[config.mk]
export PLATFORM = sky130hd
export DESIGN_NAME = data_mem_arbiter
export DESIGN_NICKNAME = d
export VERILOG_FILES = /design/src/rtl/data_mem_arbiter.sv
export SDC_FILE = /design/constraint.sdc
export NUM_CORES = 1
export LEC_CHECK = 0
export CAP_MARGIN = 20
export CORE_MARGIN = 8
export CORE_UTILIZATION = 39
export DETAILED_ROUTE_END_ITERATION = 10
export PLACE_DENSITY = 0.76
export SYNTH_ARGS = -nofsm -noshare
export SYNTH_HDL_FRONTEND = slang
export SYNTH_SLANG_ARGS = --single-unit
[constraint.sdc]
create_clock -name clk -period 1.4 [get_ports clk]
set_input_delay 0.14 -clock clk [delete_from_list [all_inputs] [get_ports clk]]
set_output_delay 0.14 -clock clk [all_outputs]
set_load 0.02 [all_outputs]
[src/rtl/data_mem_arbiter.sv]
// Purpose : two-port round-robin arbiter that sequences SETUP/STROBE/DONE accesses to a 32x8 data_memory.
// Latency : grant edge to ack high is 2 cycles; one access every 4 cycles at most.
// Backpress: a requester holds req/we/addr/wdata until its ack; the losing port simply waits in IDLE.
//
// Ports: clk/rst_n (async active-low); req*/we*/addr*/wdata* requester inputs;
//        ack*/rdata* requester results; mem_rd/mem_wr/mem_addr/mem_wdata/mem_rdata memory side.
module data_mem_arbiter #(
    parameter int AW = 5,
    parameter int DW = 8
) (
    input  logic          clk,
    input  logic          rst_n,
    input  logic          req0,
    input  logic          req1,
    input  logic          we0,
    input  logic          we1,
    input  logic [AW-1:0] addr0,
    input  logic [AW-1:0] addr1,
    input  logic [DW-1:0] wdata0,
    input  logic [DW-1:0] wdata1,
    output logic          ack0,
    output logic          ack1,
    output logic [DW-1:0] rdata0,
    output logic [DW-1:0] rdata1,
    output logic          mem_rd,
    output logic          mem_wr,
    output logic [AW-1:0] mem_addr,
    output logic [DW-1:0] mem_wdata,
    input  logic [DW-1:0] mem_rdata
);

    typedef enum logic [1:0] {
        IDLE   = 2'd0,
        SETUP  = 2'd1,
        STROBE = 2'd2,
        DONE   = 2'd3
    } state_t;

    state_t        state_q, state_d;
    logic          gnt_q, gnt_d;      // port owning the access in flight
    logic          we_l_q, we_l_d;    // latched write-enable of the grantee
    logic          prio_q, prio_d;    // port that wins the next tie
    logic          pick;              // port selected this cycle in IDLE
    logic          ack0_d, ack1_d;
    logic [DW-1:0] rdata0_d, rdata1_d;
    logic          mem_rd_d, mem_wr_d;
    logic [AW-1:0] mem_addr_d;
    logic [DW-1:0] mem_wdata_d;

    // Next-state and next-output logic. Every output is registered, so the
    // values computed here appear one cycle later, i.e. the strobe computed
    // while in SETUP is visible during STROBE.
    always_comb begin
        state_d     = state_q;
        gnt_d       = gnt_q;
        we_l_d      = we_l_q;
        prio_d      = prio_q;
        pick        = 1'b0;
        ack0_d      = 1'b0;
        ack1_d      = 1'b0;
        rdata0_d    = rdata0;
        rdata1_d    = rdata1;
        mem_rd_d    = 1'b0;
        mem_wr_d    = 1'b0;
        mem_addr_d  = mem_addr;
        mem_wdata_d = mem_wdata;

        case (state_q)
            IDLE: begin
                if (req0 || req1) begin
                    // Tie goes to prio; otherwise the lone requester wins.
                    pick        = (req0 && req1) ? prio_q : req1;
                    gnt_d       = pick;
                    we_l_d      = pick ? we1 : we0;
                    mem_addr_d  = pick ? addr1 : addr0;
                    mem_wdata_d = pick ? wdata1 : wdata0;
                    prio_d      = ~pick;
                    state_d     = SETUP;
                end
            end
            SETUP: begin
                mem_rd_d = ~we_l_q;
                mem_wr_d = we_l_q;
                state_d  = STROBE;
            end
            STROBE: begin
                // mem_rd is high during this cycle, so mem_rdata is valid now.
                if (!we_l_q) begin
                    if (gnt_q) rdata1_d = mem_rdata;
                    else       rdata0_d = mem_rdata;
                end
                ack0_d  = ~gnt_q;
                ack1_d  = gnt_q;
                state_d = DONE;
            end
            DONE: begin
                state_d = IDLE;
            end
            default: begin
                state_d = IDLE;
            end
        endcase
    end

    always_ff @(posedge clk or negedge rst_n) begin
        if (!rst_n) begin
            state_q   <= IDLE;
            gnt_q     <= 1'b0;
            we_l_q    <= 1'b0;
            prio_q    <= 1'b0;
            ack0      <= 1'b0;
            ack1      <= 1'b0;
            rdata0    <= '0;
            rdata1    <= '0;
            mem_rd    <= 1'b0;
            mem_wr    <= 1'b0;
            mem_addr  <= '0;
            mem_wdata <= '0;
        end else begin
            state_q   <= state_d;
            gnt_q     <= gnt_d;
            we_l_q    <= we_l_d;
            prio_q    <= prio_d;
            ack0      <= ack0_d;
            ack1      <= ack1_d;
            rdata0    <= rdata0_d;
            rdata1    <= rdata1_d;
            mem_rd    <= mem_rd_d;
            mem_wr    <= mem_wr_d;
            mem_addr  <= mem_addr_d;
            mem_wdata <= mem_wdata_d;
        end
    end

endmodule

# == After elaboration in Yosys (flattened, before gate mapping) ==
# Index checks and enable logic that the tools add are counted.
# op_classes
n_eq_ne,4
muxes,10
bitwise,3
n_reduce_logical,6
# ops
operator,count
two-way mux 8 bit,1
case mux 2 bit (4 select lines),1
two-way mux 1 bit,6
AND reduction 3 bit,2
two-way mux 5 bit,1
== test 2 bit (second input constant),2
NOT 1 bit,3
== test 2 x 1 -> 1 bit (second input constant),1
zero test 2 bit,1
two-way mux 2 bit,1
inequality test 2 bit (second input constant),1
AND reduction 2 bit,1
logical AND 1 bit,1
logical OR 1 bit,1
# word_totals
reg_bits,38
inputBits,40
out_inout_bits,33
word_cells,35

# == Depth between registers and ports, before layout ==
# Gate-level depths: netlist of the first run.
# depth
ltp_word,3
ltp_mapped,6
ltp_nobuf,5

# == Worst setup path after synthesis of the first run ==
# Ideal clock, no wire load.
# synth_timing
path_type,register to register
from,register state_q[0]
to,register rdata0[0]
arrival_ns,1.344
t_required_ns,1.275
slack_ns,-0.069
stages_incl_launch_ff,7
n_path_buf,1
synth_period_minus_slack_ns,1.469
path_cell_list,dfrtp_1 inv_1 ha_1 nor2b_2 nor2b_4 buf_6 mux2_4
# synth_between
elab_chain_cells,2
# synth_lines
element,line_no,text
"start, declared",39,"state_t state_q, state_d;"
"start signal, assigned",120,state_q <= state_d;
== test 2 bit,68,case (state_q)
AND reduction 3 bit (no line),n/a,
"end signal, assigned",126,rdata0 <= rdata0_d;
"end, declared",23,"output logic [DW-1:0] rdata0,"
# No other way between the ends.
# A chain may end at the register's enable or synchronous reset.

# == Final worst setup path of the first run ==
# layout_timing
from,register state_q[0]
to,register rdata0[6]
# The elaborated chain is that of the path after synthesis.

==> results of run 1 <==
## placed cells by master, fill, tap and decap left out, types with 2 or more instances in the layout
| master | count |
|---|---|
| ha_4 | 2 |
| buf_6 | 2 |
| clkdlybuf4s50_1 | 40 |
| a21oi_1 | 2 |
| nor2_1 | 14 |
| nor2b_4 | 2 |
| clkbuf_8 | 6 |
| a31oi_2 | 10 |
| o21ai_1 | 9 |
| dfrtp_1 | 38 |
| buf_4 | 15 |
| dlymetal6s2s_1 | 5 |
| ha_1 | 2 |
| mux2_4 | 17 |
| o21ai_0 | 6 |
| a31oi_1 | 5 |
| nand3_1 | 15 |
| dlygate4sd2_1 | 26 |
| buf_12 | 3 |
| inv_1 | 3 |
## flip-flops by register name (all words and copies together) (netlist names)
name / flops
mem_rd: 1
state_q: 2
ack1: 1
mem_wdata: 8
mem_addr: 5
we_l_q: 1
mem_wr: 1
prio_q: 1
ack0: 1
rdata1: 8
gnt_q: 1
rdata0: 8
## metrics by stage
step,power (mW),utilization
floorplan,3.91,-
global route,6.50,0.645
finish,6.09,0.645
detailed placement,5.43,0.609
CTS,6.01,0.631
global placement,5.34,0.609
## report_power, final
part	internal, mW	switching (mW)
sequential	1.65	0.309
clock	0.396	0.386
combinational	1.76	1.59
## kinds of logic after synthesis
logic type               after synthesis
AO/OA/AOI/OAI                         33
adder cells (fa/ha/maj)                4
buffers and inverters                 14
flip-flops                            38
multiplexers                          17
AND/OR/NAND/NOR                       39
## worst paths after layout
| path | depth (start not counted) | endpoint | slack [ns] |
|---|---|---|---|
| worst max-delay path | 6 | rdata0[6]$_DFFE_PN0P_ | -0.09 |
| worst min-delay path | 2 | we_l_q$_DFFE_PN0P_ | 0.32 |
| worst max register to register | 6 | rdata0[6]$_DFFE_PN0P_ | -0.09 |
| worst min register to register | 1 | rdata1[3]$_DFFE_PN0P_ | 0.51 |
| max in group asynchronous | 3 | mem_wdata[7]$_DFFE_PN0P_ | 0.63 |
| min in group clk | 3 | mem_wdata[3]$_DFFE_PN0P_ | 0.42 |
## repair_timing
| item | in CTS | in global routing |
|---|---|---|
| setup buffers | 2 | 4 |
| endpoints found under the setup margin | 42 | 37 |
| resized for setup | 28 | 13 |
| endpoints found under the hold margin | 15 | 0 |
| cloned | 0 | 0 |
| hold buffers | 1 | 0 |
## metal layers
metal / vias up / GRT usage / wire [um]
li1: 692 / - / -
met1: 659 / 0.145 / 1860
met2: 60 / 0.211 / 2200
met3: 7 / 0.0674 / 440
met4: 0 / 0.0612 / 72
met5: - / 0 / 0
## final cells by class
type	instances	area (um^2)	share of cell area
Tap cell	52	65.1	0.0229
Multi-Input combinational cell	93	818	0.288
Inverter	4	15.0	0.00528
Clock inverter	2	12.5	0.00440
Timing Repair Buffer	93	901	0.317
Clock buffer	6	82.6	0.0290
Sequential cell	38	951	0.334
==> reports/qor.yml, run 1 <==
coreArea_um2: 4410
synth_compound_area_frac: 0.138
finalNonFillerCells: 288
die-area_um2: 7070
leakagePower_nw: 1.31
yosys.area_share.simple: 0.115
fin_worst_skew_ns: 0.00499
dieWidth_um: 84.1
rows: 24
wl_um: 4570
hold_path.class: "in -> async"
synth_mux_area_frac: 0.139
synth_common_cells: "dfrtp_1 (38), mux2_4 (16), nand3_1 (15), nor2_1 (14), a31oi_2 (10)"
drc_errors: 0
track_usage: 0.133
cpPeakStageDelay_ns: 0.39
clkTransAtPathRegs_ns: 0.08
synth-main-ff-cell: "dfrtp_1"
finalCritPeriodShare: 1.07
grt_start_max_net_pins: 24
synth_fp_nets: 189
power_density_nw_per_um2: 2140
critPathKind: "reg -> reg"
crit_slowest_cell: "dfrtp_1"
required_ns: 1.57
antenna_found_initial: 0
cts_tree: "done"
tns_ns: -0.698
synthXorXnorAreaFrac: 0
start_kind: "flop"
worstPathArrival_ns: 1.67
synthToLayoutAreaGrowth_pct: 57.3
hold_viol_final: 0
critPathTopFamily: "flip-flops"
fillers: 379
max_freq_mhz: 670
postRouteAntennaNets: 0
violations: "negative setup slack"
max_cap_violations: 0
worst_slack_ns: -0.0932
fin_hold_ws_ns: 0.322
clock-sinks: 38
synth_cell_types: 26
cts_root_buffer: "clkbuf_8"
synth_top_family_by_area: "multiplexers"
cts_buffer_depth: 2
synth.most_common_cell: "dfrtp_1"
synth_area_leaders: "dfrtp_1 (53%), mux2_4 (13%), a31oi_2 (6.9%), nand3_1 (4.1%), buf_6 (3.1%)"
syn_area_per_cell_um2: 12.5
synth_area_um2: 1810
io_buffers: 72
grt_pass1_wl_um: 7620
dp_hpwl_um: 3520
synthAdderAreaFrac: 0.0277
layout.nets: 279
dpl-instance-area_um2: 2690
place_ws_ns: -0.121
boundaryPins: 73
die_h_um: 84.1
drt-initial-drc-count: 32
cts_made_buffers: 5
path_max_fanout: 8
vias: 1418
post_drt_wl_per_cell_um: 15.9
clkLatencyLatePin_ns: 0.29
grt_pass1_vias: 1563
routed_via_density: 4.92
placedCellCount: 274
final_max_slew_viol_count: 0
ys_seq_area_frac: 0.526
ys_seq_elements: 38
period_needed_ns: 1.49
worstMarginPinSlew_ns: 0.426
stdcell_area_um2: 2850
crit_path_end_kind: "flop"
crit_path_frequent_cell: "nor2b_4"
synth.top_cell.area_share: 0.526
crit_chain: "inv_2, ha_4, nor2b_4, nor2b_4, buf_12, mux2_4"
synth_edf_count: 0
grt_overflow_total: 0
place.gp.congestion: 0.719
first_pass_iters: 4
drive_gt1_frac: 0.284
start_util: 0.410
h-tree-depth: 2
max-slew-margin-rel: 0.715
rsz0062_at_grt: "yes"
peakVddDrop_v: 0.000935
yosys.area.top_type: "dfrtp_1"
outcome: "finished, violations left"
path_buf_inv: 2
async_flop_share: 1.00
n_antenna_cell: 0
synthCells: 145
synth_warnings: 0
worstReg2RegStart: "state_q[0]$_DFFE_PN0P_"
setup_viol: 8
crit_start: "state_q[0]$_DFFE_PN0P_"
Note: power is estimated with default switching activity, not from simulation.
==> run 2, diff against run 1 <==
ABC_CLOCK_PERIOD_IN_PS = 1400   (was default)
GPL_ROUTABILITY_DRIVEN = 0   (was default)
==> results of run 2 <==
Final layout, timing and power as in run 1 (identical DEF).
==> run 3, diff against run 2 <==
RECOVER_POWER = 25   (was default)
SETUP_SLACK_MARGIN = 0.2   (was default)
==> reports/qor.yml, run 3 (synthesized netlist as in run 1, its figures left out) <==
routed_via_density: 5.12  # was 4.92
grt_overflow_total: 0  # unchanged
met2_usage: 0.247  # was 0.211
crit_path_frequent_cell: "nor2b_4"  # unchanged
reg2regPathDepth: 6  # unchanged
final_max_slew_viol_count: 0  # unchanged
n_antenna_cell: 0  # unchanged
fin_worst_skew_ns: 0.00507  # was 0.00499 ns
max_freq_mhz: 679  # was 670 MHz
reg_top3: "mem_wdata: 8 flops, rdata0: 8 flops, rdata1: 8 flops"  # unchanged
cp.depth: 6  # unchanged
dpl-instance-area_um2: 2690  # about the same
grt_pass1_wl_um: 8470  # was 7620 um
cts_tree: "done"  # unchanged
grt.met1_usage: 0.160  # was 0.145
pwr-share-comb: 0.573  # was 0.550
outcome: "finished, violations left"  # unchanged
layout.nets: 282  # was 279
h-tree-depth: 2  # unchanged
crit_path_end_kind: "flop"  # unchanged
finalCritPeriodShare: 1.05  # was 1.07
rows: 24  # unchanged
tns_ns: -1.36  # was -0.698 ns
placedCellCount: 273  # was 274
die-area_um2: 7070  # unchanged
coreArea_um2: 4410  # unchanged
power_density_nw_per_um2: 2170  # was 2140 nW/um^2
first_pass_iters: 4  # unchanged
clkTransAtPathRegs_ns: 0.07  # was 0.08 ns
synthToLayoutAreaGrowth_pct: 61.8  # was 57.3%
p_seq_frac: 0.313  # was 0.322
cpPeakStageDelay_ns: 0.39  # about the same
leakagePower_nw: 1.29  # was 1.31 nW
hold_viol_final: 0  # unchanged
hold_path.class: "in -> async"  # unchanged
post_drt_wl_per_cell_um: 17.3  # was 15.9 um
period_needed_ns: 1.47  # was 1.49 ns
path_buf_inv: 2  # unchanged
worstReg2RegStart: "state_q[0]$_DFFE_PN0P_"  # unchanged
peakVddDrop_v: 0.000920  # was 0.000935 V
switching_share: 0.375  # about the same
grt.busiest_layer: "met2"  # unchanged
antenna_found_initial: 0  # unchanged
rsz0062_at_grt: "yes"  # unchanged
postRouteAntennaNets: 0  # unchanged
cts_made_buffers: 5  # unchanged
wl_um: 4990  # was 4570 um
die_h_um: 84.1  # unchanged
worstMarginPinSlew_ns: 0.504  # was 0.426 ns
intPower_mw: 3.97  # was 3.80 mW
boundaryPins: 73  # unchanged
dieWidth_um: 84.1  # unchanged
required_ns: 1.57  # about the same
met3_usage: 0.0781  # was 0.0674
clock-sinks: 38  # unchanged
drt-initial-drc-count: 68  # was 32
critPathKind: "reg -> reg"  # unchanged
p_sw_mw: 2.38  # was 2.28 mW
crit_slowest_cell: "dfrtp_1"  # unchanged
worstPathArrival_ns: 1.65  # was 1.67 ns
worst_slack_ns: -0.0738  # was -0.0932 ns
rr_endpoint: "rdata0[7]$_DFFE_PN0P_"  # was rdata0[6]$_DFFE_PN0P_
track_usage: 0.149  # was 0.133
start_kind: "flop"  # unchanged
drive_gt1_frac: 0.308  # was 0.284
grt_pass1_vias: 1644  # was 1,563
max_cap_violations: 0  # unchanged
mostFrequentLayoutCells: "dfrtp_1 (38), clkdlybuf4s50_1 (38), dlygate4sd2_1 (29)"  # was clkdlybuf4s50_1 (40), dfrtp_1 (38), dlygate4sd2_1 (26)
dp_hpwl_um: 3690  # was 3520 um
cts_root_buffer: "clkbuf_8"  # unchanged
finalNonFillerCells: 289  # was 288
grt_start_max_net_pins: 21  # was 24
max-slew-margin-rel: 0.664  # was 0.715
cts_buffer_depth: 2  # unchanged
path_max_fanout: 8  # unchanged
setup_viol: 26  # was 8
critPathTopFamily: "flip-flops"  # unchanged
stdcell_area_um2: 2930  # was 2850 um^2
start_util: 0.410  # unchanged
io_buffers: 72  # unchanged
vias: 1479  # was 1,418
r2r_slack_ns: -0.07  # was -0.09 ns
crit_chain: "inv_2, ha_4, nor2b_4, nor2b_4, buf_12, mux2_4"  # unchanged
utilization: 0.663  # was 0.645
drc_errors: 0  # unchanged
violations: "negative setup slack"  # unchanged
clockPowerShare: 0.115  # was 0.128
clkLatencyLatePin_ns: 0.29  # about the same
## run 3: power by group through the flow
stage	registers, mW	clock network (mW)	logic, mW
after floorplan	2.55	0	1.37
after CTS	2.00	0.756	3.65
after global placement	1.98	0	3.34
final	1.99	0.730	3.64
after detailed placement	2.01	0	3.43
after global routing	2.07	0.779	3.94
## run 3: repair_timing
item,in CTS,in global routing
gates cloned,3,0
buffers inserted,5,1
pin swaps,0,0
hold buffers,1,0
gates resized for setup,52,4
setup endpoints to repair,67,39
endpoints found under the hold margin,18,0
## run 3: worst max-delay path by stage
stage                                       from                        to  slack [ns]
after floorplan           state_q[0]$_DFFE_PN0P_     rdata0[0]$_DFFE_PN0P_      -0.003
after global placement                      req1  mem_wdata[4]$_DFFE_PN0P_       -0.10
after detailed placement                    req1  mem_wdata[4]$_DFFE_PN0P_       -0.12
after CTS                 state_q[0]$_DFFE_PN0P_     rdata0[2]$_DFFE_PN0P_       -0.07
after global routing      state_q[0]$_DFFE_PN0P_     rdata0[0]$_DFFE_PN0P_       -0.14
final                     state_q[0]$_DFFE_PN0P_     rdata0[7]$_DFFE_PN0P_       -0.07
## run 3: layout make-up
cell class,count,area [um^2]
Sequential cell,38,951
Inverter,4,15.0
Timing Repair Buffer,96,982
Multi-Input combinational cell,93,831
Fill cell,357,1490
Tap cell,52,65.1
Clock buffer,6,82.6
## run 3: stage by stage
stage	hold WS [ns]	setup WS [ns]	power, mW
after floorplan	-0.156	-0.00289	3.92
after global placement	0.106	-0.105	5.32
after detailed placement	0.110	-0.116	5.44
after CTS	0.348	-0.0743	6.41
after global routing	0.371	-0.143	6.78
final	0.334	-0.0738	6.36
## run 3: worst register-to-register path: cells and delay by family (launching register included)
family | cells | cell delay, ns
adder cells (fa/ha/maj) | 1 | 0.14
flip-flops | 1 | 0.39
AND/OR/NAND/NOR | 2 | 0.29
multiplexers | 1 | 0.30
buffers and inverters | 2 | 0.24
## run 3: metal layers
metal | up-vias | part of all wire
li1 | 700 | -
met1 | 704 | 0.39
met2 | 67 | 0.49
met3 | 8 | 0.11
met4 | 0 | 0.016
met5 | - | 0
==> patch 1: new RTL, settings of run 2 <==
Make the reset (`rst_n`) synchronous in one clocked block. Comments in the files are not updated.
--- a/src/rtl/data_mem_arbiter.sv
+++ b/src/rtl/data_mem_arbiter.sv
@@ -104,3 +104,3 @@
 
-    always_ff @(posedge clk or negedge rst_n) begin
+    always_ff @(posedge clk) begin
         if (!rst_n) begin
Function: differs if rst_n is asserted again (counterexample within 4 cycles, from zero or initial values and one cycle with rst_n low); with rst_n held inactive, the same outputs for 10 cycles.
==> patch 1 against run 2 <==
Synthesized area shrank 14%; critical endpoint is now mem_addr[1]; clock power shrank 2%; routed wire length grew 6.3%; power shrank 32%; worst setup slack gained 0.12 ns; worst hold slack gained 0.087 ns; count of clock-buffer cells in the layout grew 1; register-to-register slack gained 0.14 ns; critical path depth shrank 5; via count grew 7.8%; design area shrank 9.5%; sequential cell count is the same; global-route usage grew 1.2 points.
==> patch 1: results (changes against run 2) <==
stage,metric,value,unit,change
critical_path,Max stage delay on crit path,0.61,ns,+0.22 ns
logic_synthesis,Cells after Synth,169,,+17%
layout,Final Cell Area,2574,um^2,-9.5%
global_route,largest net degree at the start of global routing,16,,-33%
layout,Non-clock buffers,85,,-8.6%
placement,dpl hpwl,3441,um,-2.1%
sta,clock skew,0.002966,ns,-0.002019 ns
logic_synthesis,synth top area cells,"dfxtp_1 (49%), mux2i_1 (11%), o21ai_0 (8.7%), a31oi_1 (5.6%), nor2_1 (5.3%)",,
layout,buffer share of cell area,0.3432,,+0.02660
run_status,status,"complete, no violations",,
layout,Final Non-Filler Cells,301,,+4.5%
logic_synthesis,register area share after synthesis,0.4884,,-0.03723
global_route,vias in the first global route,1499,,-4.1%
logic_synthesis,syn_nets,213,,+13%
logic_synthesis,distinct cell type count after synthesis,24,,-7.7%
power_and_ir_drop,Max VDD drop,927.4,uV,-0.83%
placement,area post-placement,2394,um^2,-11%
logic_synthesis,Synth top cells by count,"dfxtp_1 (38), o21ai_0 (27), nor2_1 (22), mux2i_1 (17), a21oi_1 (15)",,
layout,fraction of area in multi-input gates,0.2951,,+0.007491
logic_synthesis,Synth Area in Compound Gates,0.2289,,+0.09129
layout,Clock buf/inv share,0.03549,,+0.002067
layout,layout clock buffer count,7,,+1
sta,Final setup viols,0,,-8
layout,# fillers,337,,-11%
detailed_routing,drt initial violations,90,,+180%
detailed_routing,DRT Pass-1 Iters,5,,+1
logic_synthesis,mux cell area share after synthesis,0.1092,,-0.02977
## patch 1: metal layers
metal	GRT usage	up-vias	wire length, um
li1	-	766	-
met5	0	-	0
met2	0.2399	42	2434
met1	0.1778	713	2125
met3	0.03160	7	223
met4	0.06111	0	74
## patch 1: per-stage QoR
| step | hold WS [ns] | power (mW) | setup slack (ns) |
|---|---|---|---|
| 2_1_floorplan | 0.2839 | 2.521 | 0.03779 |
| 3_3_place_gp | 0.4735 | 3.263 | -0.1213 |
| 3_5_place_dp | 0.4825 | 3.295 | -0.1410 |
| 4_1_cts | 0.4067 | 4.083 | 0.004468 |
| 5_1_grt | 0.4384 | 4.383 | -0.01764 |
| 6_report | 0.4094 | 4.135 | 0.02827 |
## patch 1: final timing paths
kind | endpoint | slack (ns) | start
setup / recovery | mem_addr[1] | 0.03 | mem_addr[1]$_SDFFE_PN0P_
hold / removal | mem_wdata[0]$_SDFFE_PN0P_ | 0.41 | wdata0[0]
setup reg to reg | mem_wdata[1]$_SDFFE_PN0P_ | 0.05 | state_q[1]$_SDFFE_PN0P_
hold reg to reg | rdata1[1]$_SDFFE_PN0P_ | 0.49 | rdata1[1]$_SDFFE_PN0P_
## patch 1: kinds of logic (layout without fill, tap and decap cells)
| logic type | count (synthesis) | after routing |
|---|---|---|
| AO/OA/AOI/OAI | 62 | 64 |
| flip-flops | 38 | 38 |
| multiplexers | 17 | 17 |
| adder cells (fa/ha/maj) | 4 | 4 |
| AND/OR/NAND/NOR | 31 | 31 |
| buffers and inverters | 17 | 97 |
## patch 1: where the power goes
part	leakage (nW)	switching, mW	internal, mW
registers	0.311	0.153	1.34
clock network	0.0482	0.370	0.397
logic	1.02	0.990	0.883
total	1.38	1.51	2.62
==> patch 2: new RTL, flow settings as in run 2 <==
Without the edit above. The parameter `AW` goes from 5 to 4.
--- a/src/rtl/data_mem_arbiter.sv
+++ b/src/rtl/data_mem_arbiter.sv
@@ -7,3 +7,3 @@
 module data_mem_arbiter #(
-    parameter int AW = 5,
+    parameter int AW = 4,
     parameter int DW = 8
Interface: changed (resized addr0, addr1 and mem_addr); port bits go from 73 to 70. The function was not compared with the original's and may differ.
==> patch 2 against run 2 <==
The run still ends with negative setup slack left; clock power is 9.3% lower; design area is 5.9% lower; sequential power is 2% lower; clock skew is 0.0014 ns lower; power is 7.0% lower; sequential cell count is 1 lower; highest routed layer unchanged; synthesized area is 3.5% lower; via count is 2.5% lower; sequential share of layout area is 1.2 points higher; count of clock-buffer cells in the layout stayed put; worst setup slack better by 0.0087 ns; worst hold slack better by 0.076 ns; routed wire length is 2.9% lower; largest cell class unchanged.
==> patch 2: results (changes against run 2) <==
stage,metric,value,unit,change
run_status,status,"complete, but fails checks",,
run_status,failing checks,negative setup slack,,
layout,Final Non-Filler Cells,275,,-4.5%
logic_synthesis,syn_nets,182,,-3.7%
sta,Final setup viols,16,,+8
layout,fraction of layout instances using a drive strength above 1,0.2287,,-0.05520
sta,Max-slew headroom,0.6105,,-0.1049
sta,setup ws final,-0.08454,ns,+0.008684 ns
cts,"CTS clk-pin slew, worst paths",0.07,ns,
sta,clock skew,0.003597,ns,-0.001388 ns
power_and_ir_drop,Max VDD drop,1040,uV,+11%
global_route,vias in the first global route,1556,,-0.45%
logic_synthesis,synth top area cells,"dfrtp_1 (53%), mux2_4 (14%), a31oi_2 (4.3%), nand3_1 (4.0%), buf_6 (3.9%)",,
placement,setup slack at placement,-0.09199,ns,+0.02869 ns
placement,area post-placement,2564,um^2,-4.6%
placement,port bufs,69,,-4.2%
power_and_ir_drop,Lkg Pwr,1.257,nW,-3.9%
detailed_routing,Detail Route met3 WL,489,um,+11%
critical_path,Max stage delay on crit path,0.39,ns,about the same
detailed_routing,DRT met1 WL,2043,um,+10%
critical_path,"CP delay by family, top",flip-flops,,
critical_path,Worst path slowest cell,dfrtp_1,,
global_route,largest net degree at the start of global routing,28,,+17%
detailed_routing,vias per inst,5.025,,+2.1%
global_route,GRT Util Overall,0.1319,,-0.001043
logic_synthesis,distinct cell type count after synthesis,25,,-3.8%
placement,dpl hpwl,3405,um,-3.2%
logic_synthesis,Synth top cells by count,"dfrtp_1 (37), mux2_4 (16), nand3_1 (14), nor2_1 (13), o21ai_0 (9)",,
detailed_routing,Wirelength per Cell,16.15,um,+1.7%
logic_synthesis,Syn Area/Cell,12.47,um^2,about the same
logic_synthesis,register area share after synthesis,0.5305,,+0.004878
logic_synthesis,Async SR Flop Fraction,1.000,,unchanged
cts,Root Buffer,clkbuf_8,,
global_route,first-pass GRT wire length,7603,um,-0.18%
detailed_routing,drt initial violations,38,,+19%
worst_hold_path,type of the tightest min-delay check,primary input to asynchronous set/reset pin,,
detailed_routing,Routed met2 length,1855,um,-16%
power_and_ir_drop,Net Sw Power,2.150,mW,-5.9%
layout,Total Nets Final,264,,-5.4%
patch 2: cell types whose count changed in the layout (fill, tap and decap cells not counted), sizes merged:
cell	delta
dlymetal6s2s	+3
o21ai	-1
dfrtp	-1
buf	-5
clkinv	+1
nand3	-1
dlygate4sd2	-4
clkinvlp	-1
clkdlybuf4s50	-2
a31oi	-1
nor2	-1
patch 2: power groups by stage:
stage,sequential [mW],clock [mW],combinational (mW)
3_5_place_dp,1.96,0,3.23
2_1_floorplan,2.48,0,1.30
5_1_grt,2.01,0.783,3.27
6_report,1.92,0.708,3.03
4_1_cts,1.93,0.729,3.06
3_3_place_gp,1.94,0,3.16
patch 2: area by class of cell:
| cell class | instances | area, um^2 |
|---|---|---|
| fillers | 364 | 1647 |
| flip-flops and latches | 37 | 925.9 |
| repair buffers | 85 | 850.8 |
| multi-input cells | 89 | 738.2 |
| clock buffers | 6 | 72.57 |
| well taps | 52 | 65.06 |
| inverters | 4 | 15.01 |
| clock inverters | 2 | 10.01 |
patch 2: cell families (layout without fill, tap and decap cells):
family,Yosys count,after routing,synth area share
DFF,37,37,0.5305
and+or+nand+nor,37,37,0.1147
AOI/OAI and AO/OA,31,31,0.1219
muxes,17,17,0.1441
buffers and inverters,14,97,0.06021
adders and majority gates,4,4,0.02867
patch 2: metal layers:
metal	vias to the layer above	track usage
li1	656	-
met1	650	0.1673
met2	71	0.1909
met3	5	0.06055
met4	0	0.04792
met5	-	0
patch 2: final timing paths:
| kind | to | cells after the start | slack [ns] |
|---|---|---|---|
| max in group asynchronous | gnt_q$_DFFE_PN0P_ | 3 | 0.47 |
| worst min-delay path | rdata1[3]$_DFFE_PN0P_ | 2 | 0.40 |
| min in group clk | we_l_q$_DFFE_PN0P_ | 3 | 0.43 |
| worst max-delay path | rdata0[5]$_DFFE_PN0P_ | 6 | -0.08 |
| worst min register to register | ack0$_DFF_PN0_ | 1 | 0.50 |
| worst max register to register | rdata0[5]$_DFFE_PN0P_ | 6 | -0.08 |
patch 2: worst register-to-register path, delay by kind of cell, from the launching register on:
kind	cells	cell delay, ns
and+or+nand+nor	2	0.31
DFF	1	0.39
buffers and inverters	2	0.24
adders and majority gates	1	0.14
muxes	1	0.30
patch 2: repair_timing:
action	4_1_cts	5_1_grt
pin swaps	0	0
endpoints found under the setup margin	39	39
hold buffers	1	0
resized for setup	23	8
endpoints found under the hold margin	24	0
setup buffers	2	1
patch 2: through the flow:
| stage | power, mW | TNS (ns) | utilization |
|---|---|---|---|
| CTS | 5.726 | -0.9184 | 0.6128 |
| global placement | 5.105 | -0.3062 | 0.5929 |
| detailed placement | 5.188 | -0.9673 | 0.5929 |
| floorplan | 3.772 | -0.02322 | - |
| global route | 6.062 | -2.642 | 0.6192 |
| finish | 5.660 | -0.8469 | 0.6192 |
